### src/rtl/regfile_mp_sb_pkg.sv
// Shared register-file constants and width helpers.
// Used by the register file, decode and hazard logic.
package regfile_pkg;

  localparam int XLEN_D    = 32;
  localparam int NREGS_D   = 32;
  localparam int ZERO_ADDR = 0;

  function automatic int clog2(input int n);
    int r;
    r = 0;
    while ((1 << r) < n) r++;
    return r;
  endfunction

  function automatic int aw_of(input int nregs);
    return clog2(nregs);
  endfunction

  function automatic int cw_of(input int nregs);
    return clog2(nregs + 1);
  endfunction

endpackage

### src/rtl/regfile_mp_sb_if.sv
// Register-file access bundle: read, write, issue, flush.
// master drives addresses/writes/issue; slave returns data/pend/count.
interface regfile_mp_sb_if
  import regfile_pkg::*;
#(
  parameter int XLEN  = XLEN_D,
  parameter int NREGS = NREGS_D,
  parameter int NRD   = 2,
  parameter int NWR   = 2
) ();

  localparam int AW = aw_of(NREGS);
  localparam int CW = cw_of(NREGS);

  logic [NRD*AW-1:0]   rd_addr;
  logic [NRD*XLEN-1:0] rd_data;
  logic [NRD-1:0]      rd_pend;
  logic [NWR-1:0]      wr_en;
  logic [NWR*AW-1:0]   wr_addr;
  logic [NWR*XLEN-1:0] wr_data;
  logic                iss_en;
  logic [AW-1:0]       iss_addr;
  logic                flush;
  logic [CW-1:0]       pend_cnt;

  modport master (
    output rd_addr, wr_en, wr_addr,
    output wr_data, iss_en, iss_addr,
    output flush,
    input  rd_data, rd_pend, pend_cnt
  );

  modport slave (
    input  rd_addr, wr_en, wr_addr,
    input  wr_data, iss_en, iss_addr,
    input  flush,
    output rd_data, rd_pend, pend_cnt
  );

endinterface

### src/rtl/regfile_mp_sb_scoreboard.sv
// Pending-bit scoreboard: issue sets, writeback clears, flush wipes.
// Ports: clk, rst, wr_en/wr_addr, iss_*, flush -> p_q, p_nxt, pend_cnt.
module regfile_scoreboard
  import regfile_pkg::*;
#(
  parameter int NREGS    = NREGS_D,
  parameter int NWR      = 2,
  parameter bit ZERO_REG = 1'b1,
  localparam int AW = aw_of(NREGS),
  localparam int CW = cw_of(NREGS)
) (
  input  logic              clk,
  input  logic              rst,
  input  logic [NWR-1:0]    wr_en,
  input  logic [NWR*AW-1:0] wr_addr,
  input  logic              iss_en,
  input  logic [AW-1:0]     iss_addr,
  input  logic              flush,
  output logic [NREGS-1:0]  p_q,
  output logic [NREGS-1:0]  p_nxt,
  output logic [CW-1:0]     pend_cnt
);

  logic [NREGS-1:0] clr;
  logic [CW-1:0]    cnt_nxt;

  // Issue is applied after writeback clears: a newer
  // producer keeps the register pending.
  always_comb begin
    clr = '0;
    for (int w = 0; w < NWR; w++) begin
      if (wr_en[w]) clr[wr_addr[w*AW +: AW]] = 1'b1;
    end
    p_nxt = p_q & ~clr;
    if (iss_en) p_nxt[iss_addr] = 1'b1;
    if (flush) p_nxt = '0;
    if (ZERO_REG) p_nxt[ZERO_ADDR] = 1'b0;
  end

  always_comb begin
    cnt_nxt = '0;
    for (int r = 0; r < NREGS; r++) begin
      cnt_nxt = cnt_nxt + CW'(p_nxt[r]);
    end
  end

  always_ff @(posedge clk or posedge rst) begin
    if (rst) begin
      p_q      <= '0;
      pend_cnt <= '0;
    end else begin
      p_q      <= p_nxt;
      pend_cnt <= cnt_nxt;
    end
  end

endmodule

### src/rtl/regfile_mp_sb.sv
// Multi-port register file with write bypass and pending scoreboard.
// Ports: clk, rst, bus (slave: reads, writes, issue, flush, pend_cnt).
module regfile_mp_sb
  import regfile_pkg::*;
#(
  parameter int XLEN     = XLEN_D,
  parameter int NREGS    = NREGS_D,
  parameter int NRD      = 2,
  parameter int NWR      = 2,
  parameter bit ZERO_REG = 1'b1,
  parameter bit BYPASS   = 1'b1
) (
  input  logic            clk,
  input  logic            rst,
  regfile_mp_sb_if.slave  bus
);

  localparam int AW = aw_of(NREGS);
  localparam logic [AW-1:0] ZA = AW'(ZERO_ADDR);

  logic [XLEN-1:0]     mem [NREGS];
  logic [NREGS-1:0]    p_q;
  logic [NREGS-1:0]    p_nxt;
  logic [NRD*XLEN-1:0] rdata;
  logic [NRD-1:0]      rpend;
  logic [AW-1:0]       ra;
  logic [AW-1:0]       wa;
  logic                hit;
  logic [XLEN-1:0]     bd;

  regfile_scoreboard #(
    .NREGS    (NREGS),
    .NWR      (NWR),
    .ZERO_REG (ZERO_REG)
  ) u_sb (
    .clk      (clk),
    .rst      (rst),
    .wr_en    (bus.wr_en),
    .wr_addr  (bus.wr_addr),
    .iss_en   (bus.iss_en),
    .iss_addr (bus.iss_addr),
    .flush    (bus.flush),
    .p_q      (p_q),
    .p_nxt    (p_nxt),
    .pend_cnt (bus.pend_cnt)
  );

  // Ports are visited in ascending order so the
  // highest-index port's assignment lands last.
  always_ff @(posedge clk or posedge rst) begin
    if (rst) begin
      for (int r = 0; r < NREGS; r++) begin
        mem[r] <= '0;
      end
    end else begin
      for (int w = 0; w < NWR; w++) begin
        if (bus.wr_en[w] &&
            !(ZERO_REG &&
              bus.wr_addr[w*AW +: AW] == ZA)) begin
          mem[bus.wr_addr[w*AW +: AW]] <=
            bus.wr_data[w*XLEN +: XLEN];
        end
      end
    end
  end

  always_comb begin
    rdata = '0;
    rpend = '0;
    ra    = '0;
    wa    = '0;
    hit   = 1'b0;
    bd    = '0;
    for (int k = 0; k < NRD; k++) begin
      ra  = bus.rd_addr[k*AW +: AW];
      hit = 1'b0;
      bd  = '0;
      for (int w = 0; w < NWR; w++) begin
        wa = bus.wr_addr[w*AW +: AW];
        if (bus.wr_en[w] && wa == ra) begin
          hit = 1'b1;
          bd  = bus.wr_data[w*XLEN +: XLEN];
        end
      end
      if (ZERO_REG && ra == ZA) begin
        rdata[k*XLEN +: XLEN] = '0;
        rpend[k]              = 1'b0;
      end else if (BYPASS && hit) begin
        rdata[k*XLEN +: XLEN] = bd;
        rpend[k]              = p_nxt[ra];
      end else begin
        rdata[k*XLEN +: XLEN] = mem[ra];
        rpend[k]              = p_q[ra];
      end
    end
  end

  assign bus.rd_data = rdata;
  assign bus.rd_pend = rpend;

endmodule
### src/flat_wrapper.sv
// flat-port wrapper written by rule: the top's interface ports become plain ports
module regfile_mp_sb_flat import regfile_pkg::*;
#(
  parameter int XLEN     = XLEN_D,
  parameter int NREGS    = NREGS_D,
  parameter int NRD      = 2,
  parameter int NWR      = 2,
  parameter bit ZERO_REG = 1'b1,
  parameter bit BYPASS   = 1'b1
)
  (clk, rst, bus_rd_addr, bus_wr_en, bus_wr_addr, bus_wr_data, bus_iss_en, bus_iss_addr, bus_flush, bus_rd_data, bus_rd_pend, bus_pend_cnt);
  regfile_mp_sb_if #(.XLEN(XLEN), .NREGS(NREGS), .NRD(NRD), .NWR(NWR)) bus_i ();
  input  logic clk;
  input  logic rst;
  input wire logic [$bits(bus_i.rd_addr)-1:0] bus_rd_addr;
  input wire logic [$bits(bus_i.wr_en)-1:0] bus_wr_en;
  input wire logic [$bits(bus_i.wr_addr)-1:0] bus_wr_addr;
  input wire logic [$bits(bus_i.wr_data)-1:0] bus_wr_data;
  input wire logic [$bits(bus_i.iss_en)-1:0] bus_iss_en;
  input wire logic [$bits(bus_i.iss_addr)-1:0] bus_iss_addr;
  input wire logic [$bits(bus_i.flush)-1:0] bus_flush;
  output wire logic [$bits(bus_i.rd_data)-1:0] bus_rd_data;
  output wire logic [$bits(bus_i.rd_pend)-1:0] bus_rd_pend;
  output wire logic [$bits(bus_i.pend_cnt)-1:0] bus_pend_cnt;
  assign bus_i.rd_addr = bus_rd_addr;
  assign bus_i.wr_en = bus_wr_en;
  assign bus_i.wr_addr = bus_wr_addr;
  assign bus_i.wr_data = bus_wr_data;
  assign bus_i.iss_en = bus_iss_en;
  assign bus_i.iss_addr = bus_iss_addr;
  assign bus_i.flush = bus_flush;
  assign bus_rd_data = bus_i.rd_data;
  assign bus_rd_pend = bus_i.rd_pend;
  assign bus_pend_cnt = bus_i.pend_cnt;
  regfile_mp_sb #(.XLEN(XLEN), .NREGS(NREGS), .NRD(NRD), .NWR(NWR), .ZERO_REG(ZERO_REG), .BYPASS(BYPASS)) u_core (.clk(clk), .rst(rst), .bus(bus_i));
endmodule
### config.mk
export PLATFORM = sky130hd
export DESIGN_NAME = regfile_mp_sb_flat
export DESIGN_NICKNAME = d
export VERILOG_FILES = /design/src/rtl/regfile_mp_sb_pkg.sv /design/src/rtl/regfile_mp_sb_if.sv /design/src/rtl/regfile_mp_sb_scoreboard.sv /design/src/rtl/regfile_mp_sb.sv /design/src/flat_wrapper.sv
export SDC_FILE = /design/constraint.sdc
export NUM_CORES = 2
export LEC_CHECK = 0
export ABC_CLOCK_PERIOD_IN_PS = 107100
export CAP_MARGIN = 20
export CORE_MARGIN = 4
export CORE_UTILIZATION = 50
export CTS_CLUSTER_DIAMETER = 200
export CTS_CLUSTER_SIZE = 16
export DETAILED_ROUTE_END_ITERATION = 6
export HOLD_SLACK_MARGIN = 0.08
export PLACE_DENSITY_LB_ADDON = 0.12
export SLEW_MARGIN = 20
export SYNTH_ARGS = -nofsm -noshare
export SYNTH_HDL_FRONTEND = slang
export SYNTH_HIERARCHICAL = 1
export SYNTH_SLANG_ARGS = --single-unit
export TNS_END_PERCENT = 1
### constraint.sdc
create_clock -name clk -period 107.1 [get_ports clk]
set_input_delay 16.065 -clock clk [delete_from_list [all_inputs] [get_ports clk]]
set_output_delay 16.065 -clock clk [all_outputs]
set_load 0.005 [all_outputs]
==> flow_summary.json <==
{
  "status": "complete, no violations",
  "crit_fanout": 62,
  "clkSinkCount": 1061,
  "max_freq_mhz": 27.1,
  "grt_pass1_vias": 51900,
  "hold_viol": 0,
  "ys_seq_elements": 1061,
  "power.leakage_uw": 0.0313,
  "netlist_area_um2": 68300,
  "syn_inst": 6313,
  "synthToLayoutAreaGrowth_pct": 6.76,
  "antenna_found_initial": 6,
  "met1_length_um": 105000,
  "yosys_warnings": 6,
  "die_area_um2": 143000,
  "rows": 135,
  "hold_ws_ps": 397,
  "ios": 167,
  "path_clk_slew_ps": 70,
  "grt_overflow": 0,
  "worstPathArrival_ps": 20900,
  "grt_max_degree": 158,
  "detailroute.wirelength.met3_um": 32600,
  "remaining_drc_errors": 0,
  "vias": 53800,
  "peakVddDrop_mv": 0.0126,
  "placeableCoreArea_um2": 136000,
  "htree_num_levels": 3,
  "die_x_um": 378,
  "clk_path_buf_depth": 3,
  "die_h_um": 378,
  "slew_violations": 0,
  "layout.cells.non_filler": 7725,
  "synth.largest_area_cell": "dfrtp_1",
  "portBuffers": 166,
  "cp-start-kind": "input pin",
  "final_cell_area_um2": 72900,
  "critPathRequiredTime_ps": 91040,
  "viasPerCell": 6.97,
  "maxSlewHeadroom": 0.161,
  "cts_resized": 0,
  "async_flop_share": 1.00,
  "start_util": 0.504,
  "top_layer": "met5",
  "hold_buffers": 0,
  "critPathCaptureType": "output pin",
  "ant_nets": 0,
  "cp_slowest_stage_delay_ps": 730,
  "grt_usage": 0.381,
  "synth_most_common_cell": "mux2i_1",
  "rsz0062_at_grt": "false",
  "worst-setup-path-type": "in2out",
  "synth.top_cell.area_share": 0.389,
  "drt_iter0_markers": 7692,
  "clk_latency_ps": 700,
  "wl_met2_um": 120000,
  "dp_cells": 7636,
  "worst_slew_pin_slew_ps": 1260,
  "wl_um": 273000,
  "hp-class": "reg2reg",
  "syn_avg_cell_area_um2": 10.8,
  "firstDrtPassIters": 7,
  "synth_area_leaders": "dfrtp_1 (39%), mux4_2 (20%), mux2i_1 (16%)",
  "drive_gt1_frac": 0.164,
  "crit_top_cell": "buf_4",
  "fin_nets": 6067,
  "yosysSeqAreaShare": 0.389,
  "finalCritPeriodShare": 0.345,
  "synth_common_cells": "mux2i_1 (1094), dfrtp_1 (1061), nor2_1 (689), a21oi_1 (661), mux4_2 (608)",
  "drv_cap": 0,
  "place_area_um2": 70800,
  "cts_tree": "built",
  "numCtsBuffers": 76,
  "crit_slowest_cell": "buf_4",
  "ys.flop_type": "dfrtp_1",
  "synth_cell_type_count": 64,
  "fin_setup_tns_ps": 0,
  "detailed_place_hpwl_um": 150000,
  "place.gp.congestion": 0.932,
  "worstPathCellList": "buf_8 -> buf_4 -> buf_4 -> buf_4 -> mux4_2 -> mux4_2 -> mux2i_1 -> a21oi_1 -> clkdlybuf4s50_1",
  "post_cts_buffers": 0,
  "wl_per_cell_um": 35.4,
  "period_minus_slack_ps": 36960,
  "root_buffer": "clkbuf_16",
  "grt_pass1_wl_um": 389000,
  "synth-edff-count": 0,
  "powerDensity_nw_per_um2": 16.8,
  "setup_violations": 0,
  "fin_skew_ps": 10.1
}
-- worst max-delay path, delay by kind of cell --
family,cells,cell delay (ps)
AO/OA/AOI/OAI,1,150
buffers and inverters,5,3090
multiplexers,3,1420
-- final timing paths --
check	start	endpoint	slack [ps]	cells after the start
worst max-delay path	bus_rd_addr[5]	bus_rd_data[46]	70140	9
worst min-delay path	u_core/mem[1018]	u_core/mem[1018]	400	0
worst max register to register	u_core/u_sb/p_q[1]	u_core/u_sb/pend_cnt[4]	100680	21
worst min register to register	u_core/mem[1018]	u_core/mem[1018]	400	0
max in group asynchronous	rst	u_core/mem[272]	87210	6
min in group asynchronous	rst	u_core/mem[920]	15900	2
-- placed cells by master (no fill, tap or decap), types with 14 or more instances in the layout --
master,instances
dfrtp_1,1061
o32ai_1,15
o22ai_1,38
mux2i_1,1094
nor2_4,23
xor2_1,17
o22a_1,14
inv_1,42
nand2_4,31
nor2_1,665
clkbuf_16,80
nand3_1,49
mux4_2,608
nand2_1,441
fa_1,24
nand2b_1,31
a21oi_1,661
o21ai_0,361
o221ai_1,31
o21ai_1,26
a22oi_1,92
a32oi_1,47
clkdlybuf4s50_1,157
buf_4,178
-- state kept, by name, summed over array words and instances, names as in the netlist --
signal and flops:
u_core/u_sb/pend_cnt 6, u_core/u_sb/p_q 31, u_core/mem 1024
-- where the power goes --
| part | switching [uW] | internal (uW) | leakage, uW |
|---|---|---|---|
| clock | 154 | 133 | 0.00101 |
| combinational | 162 | 198 | 0.0173 |
| sequential | 76.6 | 501 | 0.0130 |
| total | 392 | 832 | 0.0313 |
-- per-stage QoR --
step	power, uW	utilization	worst slack [ps]
6_report	1220	0.538	70140
5_1_grt	1280	0.538	69850
4_1_cts	1220	0.537	70060
3_5_place_dp	938	0.522	70050
3_3_place_gp	925	0.522	70050
2_1_floorplan	826	-	62220
-- routing by layer --
layer	vias to the layer above	global-route usage
met2	3501	0.570
met3	828	0.106
met4	6	0.187
met5	-	0
met1	27200	0.515
li1	22300	-
-- final cells by class --
cell class              count  area (um2)
clock inverters             4        61.3
diodes                      3        7.51
multi-input cells        4400       38800
clock buffers              80        2000
well taps                1781        2230
repair buffers            350        3150
flip-flops and latches   1061       26600
fillers                 11700       62700
inverters                  46         180
-- kinds of logic after synthesis --
logic type / Yosys count / synth area share
fa+ha+maj: 37 / 0.00941
other cells: 1 / 0.0000549
simple gates: 1326 / 0.0789
flops: 1061 / 0.389
compound gates: 1309 / 0.107
buf+inv: 853 / 0.0519
xor+xnor: 22 / 0.00282
mux: 1704 / 0.361
No activity file was read; power rests on OpenSTA's default activity.
